`config.mk`:
```
export PLATFORM = sky130hd
export DESIGN_NAME = memory_arbiter
export DESIGN_NICKNAME = d
export VERILOG_FILES = /design/src/rtl/memory_arbiter_pkg.sv /design/src/rtl/memory_arbiter.sv
export SDC_FILE = /design/constraint.sdc
export NUM_CORES = 1
export LEC_CHECK = 0
export BUFFER_PORTS_ARGS = -buffer_cell sky130_fd_sc_hd__buf_2
export CORE_MARGIN = 3
export CORE_UTILIZATION = 35
export CTS_BUF_LIST = sky130_fd_sc_hd__clkbuf_16
export DETAILED_ROUTE_END_ITERATION = 8
export SYNTH_ARGS = -nofsm -noshare
export SYNTH_HDL_FRONTEND = slang
export SYNTH_SLANG_ARGS = --single-unit
```
`constraint.sdc`:
```
create_clock -name clock -period 2.2 [get_ports clock]
set_input_delay 0.44 -clock clock [delete_from_list [all_inputs] [get_ports clock]]
set_output_delay 0.44 -clock clock [all_outputs]
set_load 0.005 [all_outputs]
```
`src/rtl/memory_arbiter_pkg.sv`:
```
// Shared state encoding and default geometry for memory_arbiter and the memory it fronts.
package memory_arbiter_pkg;

    typedef enum logic [1:0] {
        ST_START  = 2'd0,
        ST_INIT   = 2'd1,
        ST_IDLE   = 2'd2,
        ST_ACCESS = 2'd3
    } state_t;

    localparam int DEF_CELL_COUNT = 4;
    localparam int DEF_ADDR_WIDTH = 8;
    localparam int DEF_DATA_WIDTH = 8;

endpackage

```
`src/rtl/memory_arbiter.sv`:
```
// Clears memory after reset/clear, then round-robin shares it between two req/ack requesters.
// Latency: req sampled in IDLE at edge k, ack and rdata valid during cycle k->k+1.
// Backpressure: requesters hold req until ack; at most one transaction per 2 cycles, none while clearing.
module memory_arbiter
    import memory_arbiter_pkg::*;
#(
    parameter int CELL_COUNT = DEF_CELL_COUNT,
    parameter int ADDR_WIDTH = DEF_ADDR_WIDTH,
    parameter int DATA_WIDTH = DEF_DATA_WIDTH
) (
    input  logic                  clock,
    input  logic                  reset,
    input  logic                  clear,
    input  logic                  req0,
    input  logic                  req1,
    input  logic                  we0,
    input  logic                  we1,
    input  logic [ADDR_WIDTH-1:0] addr0,
    input  logic [ADDR_WIDTH-1:0] addr1,
    input  logic [DATA_WIDTH-1:0] wdata0,
    input  logic [DATA_WIDTH-1:0] wdata1,
    output logic                  ack0,
    output logic                  ack1,
    output logic [DATA_WIDTH-1:0] rdata,
    output logic                  ready,
    output logic [ADDR_WIDTH-1:0] read_address,
    output logic [ADDR_WIDTH-1:0] write_address,
    output logic [DATA_WIDTH-1:0] write_data,
    output logic                  write_enable,
    input  logic [DATA_WIDTH-1:0] read_data
);

    localparam logic [ADDR_WIDTH-1:0] LAST_CELL  = ADDR_WIDTH'(CELL_COUNT - 1);
    localparam logic [ADDR_WIDTH-1:0] CELL_LIMIT = ADDR_WIDTH'(CELL_COUNT);

    state_t                state;
    state_t                state_nxt;
    logic [ADDR_WIDTH-1:0] count;
    logic                  last;
    logic                  owner;
    logic                  lat_we;
    logic [ADDR_WIDTH-1:0] lat_addr;
    logic [DATA_WIDTH-1:0] lat_wdata;
    logic                  clear_pend;
    logic                  clear_now;
    logic                  pick;
    logic                  grant;
    logic                  lat_in_range;

    // On contention the requester that was not served last wins.
    assign pick         = (req0 && req1) ? ~last : req1;
    assign clear_now    = clear || clear_pend;
    assign lat_in_range = (lat_addr < CELL_LIMIT);

    always_ff @(posedge clock or negedge reset) begin
        if (!reset) begin
            state      <= ST_START;
            count      <= '0;
            last       <= 1'b1;
            owner      <= 1'b0;
            lat_we     <= 1'b0;
            lat_addr   <= '0;
            lat_wdata  <= '0;
            clear_pend <= 1'b0;
        end else begin
            state      <= state_nxt;
            // A clear arriving mid-access waits for the IDLE cycle that follows.
            clear_pend <= (state == ST_ACCESS) && clear;
            if (state == ST_INIT) begin
                count <= (count == LAST_CELL) ? '0 : count + ADDR_WIDTH'(1);
            end
            if (grant) begin
                owner     <= pick;
                lat_we    <= pick ? we1    : we0;
                lat_addr  <= pick ? addr1  : addr0;
                lat_wdata <= pick ? wdata1 : wdata0;
            end
            if (state == ST_ACCESS) begin
                last <= owner;
            end
        end
    end

    always_comb begin
        state_nxt     = state;
        grant         = 1'b0;
        ack0          = 1'b0;
        ack1          = 1'b0;
        rdata         = '0;
        ready         = 1'b0;
        read_address  = '0;
        write_address = '0;
        write_data    = '0;
        write_enable  = 1'b0;
        unique case (state)
            ST_START: begin
                state_nxt = ST_INIT;
            end
            ST_INIT: begin
                write_address = count;
                write_enable  = 1'b1;
                if (count == LAST_CELL) begin
                    state_nxt = ST_IDLE;
                end
            end
            ST_IDLE: begin
                ready = 1'b1;
                if (clear_now) begin
                    state_nxt = ST_INIT;
                end else if (req0 || req1) begin
                    grant     = 1'b1;
                    state_nxt = ST_ACCESS;
                end
            end
            ST_ACCESS: begin
                ready         = 1'b1;
                read_address  = lat_addr;
                write_address = lat_addr;
                write_data    = lat_wdata;
                write_enable  = lat_we && lat_in_range;
                ack0          = ~owner;
                ack1          = owner;
                rdata         = lat_in_range ? read_data : '0;
                state_nxt     = ST_IDLE;
            end
            default: begin
                state_nxt = ST_START;
            end
        endcase
    end

endmodule
```
-- Word level (Yosys, flattened, before mapping)
Index checks and enable logic that the tools add are counted.
- add/subtract/negate cells: 1
- multiply operators: 0
- div/mod/pow operators: 0
- order comparisons: 1
- equal/unequal tests: 6
- shifts and indexed selects: 0
- multiplexer cells: 21
- bitwise logic cells: 2
- reduce and logical (&&, ||, !) cells: 8
- operator list (cell ; count):
    two-way mux 8 bit ; 7
    one-hot mux 8 bit (2 select lines) ; 1
    adder 8 x 1 -> 8 bit, second input constant ; 1
    equality test 8 x 2 -> 1 bit, second input constant ; 1
    less-than comparator 8 x 3 -> 1 bit, second input constant ; 1
    two-way mux 1 bit ; 8
    one-hot mux 2 bit (4 select lines) ; 1
    two-way mux 2 bit ; 3
    equality test 2 bit, second input constant ; 2
    logical AND 1 bit ; 3
    inequality test 3 bit, second input constant ; 1
    equality test 2 x 1 -> 1 bit, second input constant ; 1
    logical NOT 2 bit ; 1
    logical OR 1 bit ; 2
    inequality test 2 x 1 -> 1 bit, second input constant ; 1
    NOT 1 bit ; 2
    one-hot mux 1 bit (2 select lines) ; 1
    AND reduction 2 bit ; 1
    OR reduction 2 bit ; 1
- flip-flop bits (word level): 30
- bits in latches: 0
- RAM bits: 0
- memory bits (read-only): 0
- input port bits: 47
- output and inout port bits: 36
- logic and storage cells: 47
- memories kept: 0

-- Logic depth before layout (Yosys ltp)
Gate-level depths: netlist (run 1).
- depth after elaboration: 4
- mapped depth: 5
- gate-level depth less buffers: 4

-- Worst setup path after synthesis (run 1)
Ideal clock, no wire load.
- path kind: register to output
- start: register lat_addr[7]
- end: output port write_enable
- data arrival time: 1580 ps
- data required time: 1760 ps
- slack: 180 ps
- cell stages (with the launch flop): 4
- path buffers: 0
- cells stage by stage: dfrtp_1 or4_4 or4b_1 a21boi_1
- word-level cells in the longest chain between the ends: 3
- ends and longest elaborated chain (item ; line ; text):
    from (decl) ; memory_arbiter.sv:42 ; logic [ADDR_WIDTH-1:0] lat_addr;
    from (signal assigned) ; memory_arbiter.sv:75 ; lat_addr <= pick ? addr1 : addr0;
    less-than comparator 8 x 3 -> 1 bit ; memory_arbiter.sv:53 ; assign lat_in_range = (lat_addr < CELL_LIMIT);
    logical AND 1 bit ; memory_arbiter.sv:120 ; write_enable = lat_we && lat_in_range;
    one-hot mux 1 bit (2 select lines) ; memory_arbiter.sv:95 ; unique case (state)
    to (decl) ; memory_arbiter.sv:29 ; output logic write_enable,
Every way passes these cells.

-- Worst setup path in the final report (run 1)
- start: register lat_addr[6]
- end: output port write_enable
Same word-level chain as after synthesis.

==> run_results.csv, run 1 <==
group,metric,value,unit
outcome,status,"finished, violations left",
outcome,violations,"setup timing",
timing,hold_violations,0,
power,p_leak,1.25,nW
clock_tree,cts_tree,"done",
power,swShare,34.2,%
timing,rsz0062_at_grt,"yes",
routing,avgRoutedWirePerCell,15.9,um
clock_tree,ctsLongestPathBuffers,2,
yosys,syn-cell-area,1740,um^2
critical_path,cp-start-kind,"flip-flop",
place,dpl_worst_slack,0.0758,ns
critical_path,critical_path_class,"flip-flop to output port",
yosys,seq_area_frac_synth,43.1,%
place,dp.cells,310,
power,p_per_area,1380,nW/um^2
routing,drcViolationCount,0,
routing,avgViaCountPerCell,5.16,
power,p_switching,1.16,mW
layout,layout-drive-gt1-share,43.7,%
critical_path,ff2ff_path_depth,3,
floorplanning,dieWidth,76.6,um
layout,nFillCells,463,
power,combPwrFrac,44.5,%
hold_path,worstHoldPathType,"input pin to asynchronous set/reset pin",
clock_tree,clk_latency,0.28,ns
layout,nNetsFinal,299,
critical_path,critPathRequiredTime,1.76,ns
critical_path,cp-end-kind,"output port",
critical_path,timing.rr.start,"last",
power,power,3.39,mW
yosys,synth_edf_count,0,
place,dpl_cell_area,2250,um^2
clock_tree,cts.sinks,30,
timing,fin_crit_sh,108,%
yosys,ys_ff_latch,30,
critical_path,cp_cell_sequence,"or4_4 > or4b_1 > a21boi_1 > buf_2",
yosys,syn_nets,213,
routing,first_iter_violations,52,
timing,fmaxAchievable,0.421,GHz
critical_path,r2r_slack,0.35,ns
timing,finClkSkew,0.00668,ns
yosys,yosys_warnings,0,
routing,vias,1646,
floorplanning,io_pins,83,
layout,antenna_cells,0,
timing,setup_violations,1,
global_routing,antenna_found_initial,0,
global_routing,grt_max_degree,31,
layout,design_area,2460,um^2
global_routing,overflow,0,
place,portBuffers,82,
place,dp_hpwl,3.68,mm
layout,final_cells,319,
critical_path,critPathMaxFanout,2,
floorplanning,start_util,36.7,%
routing,drt-total-wl,5.08,mm
clock_tree,path_clk_slew,0.05,ns
power,pwr-share-clk,25.8,%
layout,syn2layout_area_growth,41.1,%
power,p_int,2.23,mW
yosys,synth.distinct_cells,35,
floorplanning,die_y,76.6,um
yosys,synth_cells,165,
global_routing,first_global_vias,1654,
floorplanning,row_count,25,
critical_path,crit_buf_inv,1,
clock_tree,cts-root-buf,"clkbuf_16",
power,ir_drop,0.000703,V
place,gp_routability_congestion,0.786,
timing,tightest_slew,1.27,ns
timing,slew_headroom,15.0,%
power,power_frac_seq,29.7,%
clock_tree,cts_hold_buf,0,
floorplanning,dieArea,5860,um^2
yosys,avgSynthCellArea,10.6,um^2
global_routing,grt_pass1_wl,8.51,mm
yosys,ys.flop_type,"dfrtp_1",
routing,drtPass1Iterations,4,
critical_path,worst_path_max_delay_cell,"or4_4",
timing,slew_viol_final,0,
critical_path,crit_family,"simple AND/OR/NAND/NOR gates",
critical_path,r2r_end,"lat_addr[3]",
floorplanning,fp.coreArea,4750,um^2
timing,min_period,2.38,ns
critical_path,cp.arrival,1.94,ns
timing,hold_slack,0.190,ns
global_routing,track_usage,18.2,%
clock_tree,h-tree-depth,2,
job,cap_violations,0,
critical_path,slowest_delay,0.56,ns
routing,postRouteAntennaNets,0,
timing,fin_ws,-0.177,ns
clock_tree,cts_buffers,5,
yosys,synth-async-reset-ratio,100,%
timing repair:
action	4_1_cts	5_1_grt
endpoints found under the hold margin	0	0
setup endpoints to repair	9	9
pin swaps	4	3
resized for setup	1	0
setup buffers	0	1
cloned	0	0
flip-flops by register name (all words and copies together) (netlist names):
name        cells
clear_pend      1
count           8
last            1
lat_addr        8
lat_wdata       8
lat_we          1
owner           1
state           2
how the worst max path moves through the flow:
| stage | endpoint | cells past startpoint | from |
|---|---|---|---|
| final | write_enable | 4 | lat_addr[6] |
| after global routing | write_enable | 4 | lat_addr[6] |
| after CTS | write_enable | 4 | lat_addr[6] |
| after detailed placement | write_enable | 4 | lat_addr[7] |
| after global placement | write_enable | 4 | lat_addr[7] |
| after floorplan | write_enable | 3 | lat_addr[7] |
cells in the final DEF (no fill, tap or decap), types with 2 or more instances in the layout:
cell	count
nor2_1	2
o21ai_0	2
dfrtp_1	29
a21bo_2	2
bufinv_16	2
o32ai_1	17
buf_4	12
nand4_1	4
nor2b_1	10
a2bb2oi_1	17
clkinv_1	2
buf_2	82
clkbuf_16	5
xnor2_1	5
mux2i_1	9
and3_1	18
a21o_1	2
and2_1	8
inv_1	2
nand2_1	4
nand2b_1	2
through the flow:
stage	util (%)	TNS, ns
2_1_floorplan	-	0
3_3_place_gp	47.4	0
3_5_place_dp	47.4	0
4_1_cts	51.6	-0.797
5_1_grt	51.7	-0.952
6_report	51.7	-0.177
power groups by stage:
stage,Sequential (mW),Combinational (mW),Clock [mW]
6_report,1.01,1.51,0.876
5_1_grt,1.05,1.67,0.905
4_1_cts,1.00,1.52,0.886
3_5_place_dp,1.00,1.50,0
3_3_place_gp,0.996,1.49,0
2_1_floorplan,0.966,0.909,0
layout make-up:
cell class                 instances  area [um^2]  share of cell area (%)
clock buffer                       5          125                    5.09
clock inverter                     3         63.8                    2.59
inverter                           3         11.3                   0.458
multi-input combinational        117          923                    37.5
sequential                        30          752                    30.6
tap                               67         83.8                    3.41
timing repair buffer              94          500                    20.3
cells in the mapped netlist, types with 2 or more instances:
library cell / instances / share of area (%)
a21o_1: 2 / 0.86
xnor2_1: 5 / 2.5
nand2_1: 4 / 0.86
a21bo_2: 2 / 1.1
nand4_1: 4 / 1.4
inv_1: 2 / 0.43
clkbuf_1: 12 / 2.6
nor2b_1: 10 / 3.6
buf_4: 2 / 0.86
and3_1: 18 / 6.5
dfrtp_1: 29 / 42
o21ai_0: 2 / 0.57
mux2i_1: 9 / 5.2
and2_1: 8 / 2.9
nor4_2: 2 / 1.4
a2bb2oi_1: 17 / 8.5
nand2b_1: 2 / 0.72
o32ai_1: 17 / 8.5
nor2_1: 2 / 0.43
worst register-to-register path, cell delays in order (launching register included):
cell	delay (ns)
dfstp_2	0.37
nor2b_1	0.96
o32ai_1	0.20
a2bb2oi_1	0.23
cell families after synthesis:
group	count (synthesis)	share of synthesized area (%)
buffers and inverters	18	4.38
multiplexers	9	5.17
AO/OA/AOI/OAI	45	21.6
AND/OR/NAND/NOR	57	22.5
XOR/XNOR	5	2.51
adder cells (fa/ha/maj)	1	0.718
flip-flops	30	43.1
per-layer routing:
| metal | share of wire [%] | global-route usage (%) |
|---|---|---|
| met3 | 4.0 | 4.26 |
| met5 | 0 | 0 |
| met1 | 46 | 23.9 |
| met2 | 48 | 29.0 |
| met4 | 1.9 | 7.07 |
Note: power is estimated with default switching activity, not from simulation.
==> run 2, diff against run 1 <==
Settings changed: CORE_UTILIZATION 35 to 46, PLACE_DENSITY set to 0.79.
==> run 2 against run 1 <==
The flow still finishes with violations (setup timing). Setup slack better by 0.011 ns. Clock power about the same. Die area is 22% lower. Hold slack better by 0.0056 ns. Flip-flop and latch count unchanged. Routed wire length shrank 4.3%. Final cell count is 6.0% lower. Core utilization is 18 points higher. Non-clock buffer count increased by 2. Sequential share of layout area rose by 0.11 points. Cell area down 0.36%. Critical endpoint unchanged. Largest power group unchanged.
==> run_results.csv, run 2 (synthesis results as in run 1) <==
group,metric,value,unit
power,pwr-share-clk,25.7,%
critical_path,crit_family,"simple AND/OR/NAND/NOR gates",
routing,drt-total-wl,4.86,mm
routing,drcViolationCount,0,
floorplanning,io_pins,83,
floorplanning,dieArea,4560,um^2
layout,layout-drive-gt1-share,44.5,%
power,p_per_area,1390,nW/um^2
routing,avgViaCountPerCell,5.58,
timing,setup_violations,9,
power,power,3.40,mW
floorplanning,row_count,21,
layout,nNetsFinal,301,
critical_path,r2r_slack,0.28,ns
critical_path,cp_cell_sequence,"or4_4 > or4b_1 > a21boi_1 > buf_2",
timing,min_period,2.37,ns
timing,fmaxAchievable,0.423,GHz
routing,first_iter_violations,84,
layout,mostFrequentLayoutCells,"buf_2, dfrtp_1, and3_1, o32ai_1, a2bb2oi_1",
timing,fin_ws,-0.165,ns
clock_tree,clk_latency,0.27,ns
power,p_int,2.24,mW
layout,antenna_cells,0,
power,p_switching,1.16,mW
job,cap_violations,0,
critical_path,worst_path_max_delay_cell,"or4_4",
layout,final_cells,300,
power,combPwrFrac,44.5,%
place,gp_routability_congestion,0.802,
floorplanning,fp.coreArea,3490,um^2
place,dpl_worst_slack,0.0823,ns
critical_path,cp.arrival,1.93,ns
power,p_leak,1.26,nW
critical_path,timing.rr.start,"count[0]",
power,ir_drop,0.000838,V
layout,final_util,70.1,%
critical_path,slowest_delay,0.55,ns
critical_path,critical_path_class,"flip-flop to output port",
timing,finClkSkew,0.00360,ns
routing,avgRoutedWirePerCell,16.2,um
timing,slew_viol_final,0,
place,dp.cells,289,
critical_path,crit_buf_inv,1,
place,portBuffers,82,
clock_tree,cts-root-buf,"clkbuf_16",
global_routing,first_global_vias,1529,
timing,tightest_slew,1.17,ns
place,dpl_cell_area,2230,um^2
hold_path,worstHoldPathType,"input pin to asynchronous set/reset pin",
outcome,violations,"setup timing",
global_routing,grt_max_degree,31,
critical_path,r2r_end,"count[1]",
place,dp_hpwl,3.50,mm
global_routing,grt_pass1_wl,7.60,mm
global_routing,overflow,0,
global_routing,antenna_found_initial,0,
floorplanning,start_util,49.9,%
critical_path,ff2ff_path_depth,4,
floorplanning,die_y,67.6,um
layout,top_regs,"count (8), lat_addr (8), lat_wdata (8)",
outcome,status,"finished, violations left",
routing,vias,1673,
power,power_frac_seq,29.7,%
clock_tree,cts_tree,"done",
timing,fin_crit_sh,108,%
critical_path,critPathMaxFanout,2,
timing,hold_violations,0,
clock_tree,ctsLongestPathBuffers,2,
timing,rsz0062_at_grt,"yes",
global_routing,track_usage,22.2,%
clock_tree,cts_buffers,5,
layout,final_common_cell,"buf_2",
clock_tree,path_clk_slew,0.05,ns
layout,syn2layout_area_growth,40.6,%
critical_path,cp-start-kind,"flip-flop",
clock_tree,cts.sinks,30,
critical_path,critPathRequiredTime,1.76,ns
power,swShare,34.1,%
critical_path,cp-end-kind,"output port",
floorplanning,dieWidth,67.6,um
layout,design_area,2450,um^2
clock_tree,h-tree-depth,2,
timing,slew_headroom,21.8,%
routing,postRouteAntennaNets,0,
routing,drtPass1Iterations,4,
run 2: power groups by stage:
stage / clock (mW) / sequential, mW / combinational [mW]
2_1_floorplan: 0 / 0.966 / 0.909
3_3_place_gp: 0 / 0.990 / 1.45
3_5_place_dp: 0 / 1.01 / 1.48
4_1_cts: 0.888 / 1.01 / 1.51
5_1_grt: 0.918 / 1.05 / 1.67
6_report: 0.876 / 1.01 / 1.52
run 2: worst register-to-register path: stages, from the launching register on:
cell     delay [ns]
dfrtp_1        0.35
ha_1           0.25
or4b_2         0.62
nor4_2         0.39
o22ai_1        0.17
run 2: repair_timing:
item                       4_1_cts  5_1_grt
cloned                           0        0
pin swaps                        4        0
resized for setup                1        1
hold buffers                     0        0
setup endpoints to repair        9        9
setup buffers                    2        1
run 2: worst max path at each step:
stage	startpoint	end	slack, ns	cells past startpoint
after floorplan	lat_addr[7]	write_enable	0.18	3
after global placement	lat_addr[7]	write_enable	0.09	4
after detailed placement	lat_addr[7]	write_enable	0.08	4
after CTS	lat_addr[6]	write_enable	-0.16	4
after global routing	lat_addr[6]	write_enable	-0.22	4
final	lat_addr[6]	write_enable	-0.17	4
run 2: final cells by class:
| class | instances | area (um^2) |
|---|---|---|
| inverter | 3 | 11.3 |
| timing repair buffer | 96 | 515 |
| multi-input combinational | 117 | 926 |
| clock buffer | 5 | 125 |
| sequential | 30 | 752 |
| tap | 46 | 57.6 |
| clock inverter | 3 | 63.8 |
| fill | 279 | 1040 |
run 2: layer usage:
metal,routed length [um],vias to the layer above,track usage (%)
met5,0,-,0
met4,44,0,5.82
met3,363,5,4.99
met2,2410,63,36.5
met1,2050,794,29.3
li1,-,811,-
run 2: per-stage QoR:
stage | setup TNS (ns) | hold slack (ns)
after detailed placement | 0 | 0.506
after CTS | -1.08 | 0.221
after global placement | 0 | 0.498
after global routing | -1.67 | 0.241
final | -1.07 | 0.196
after floorplan | 0 | 0.144
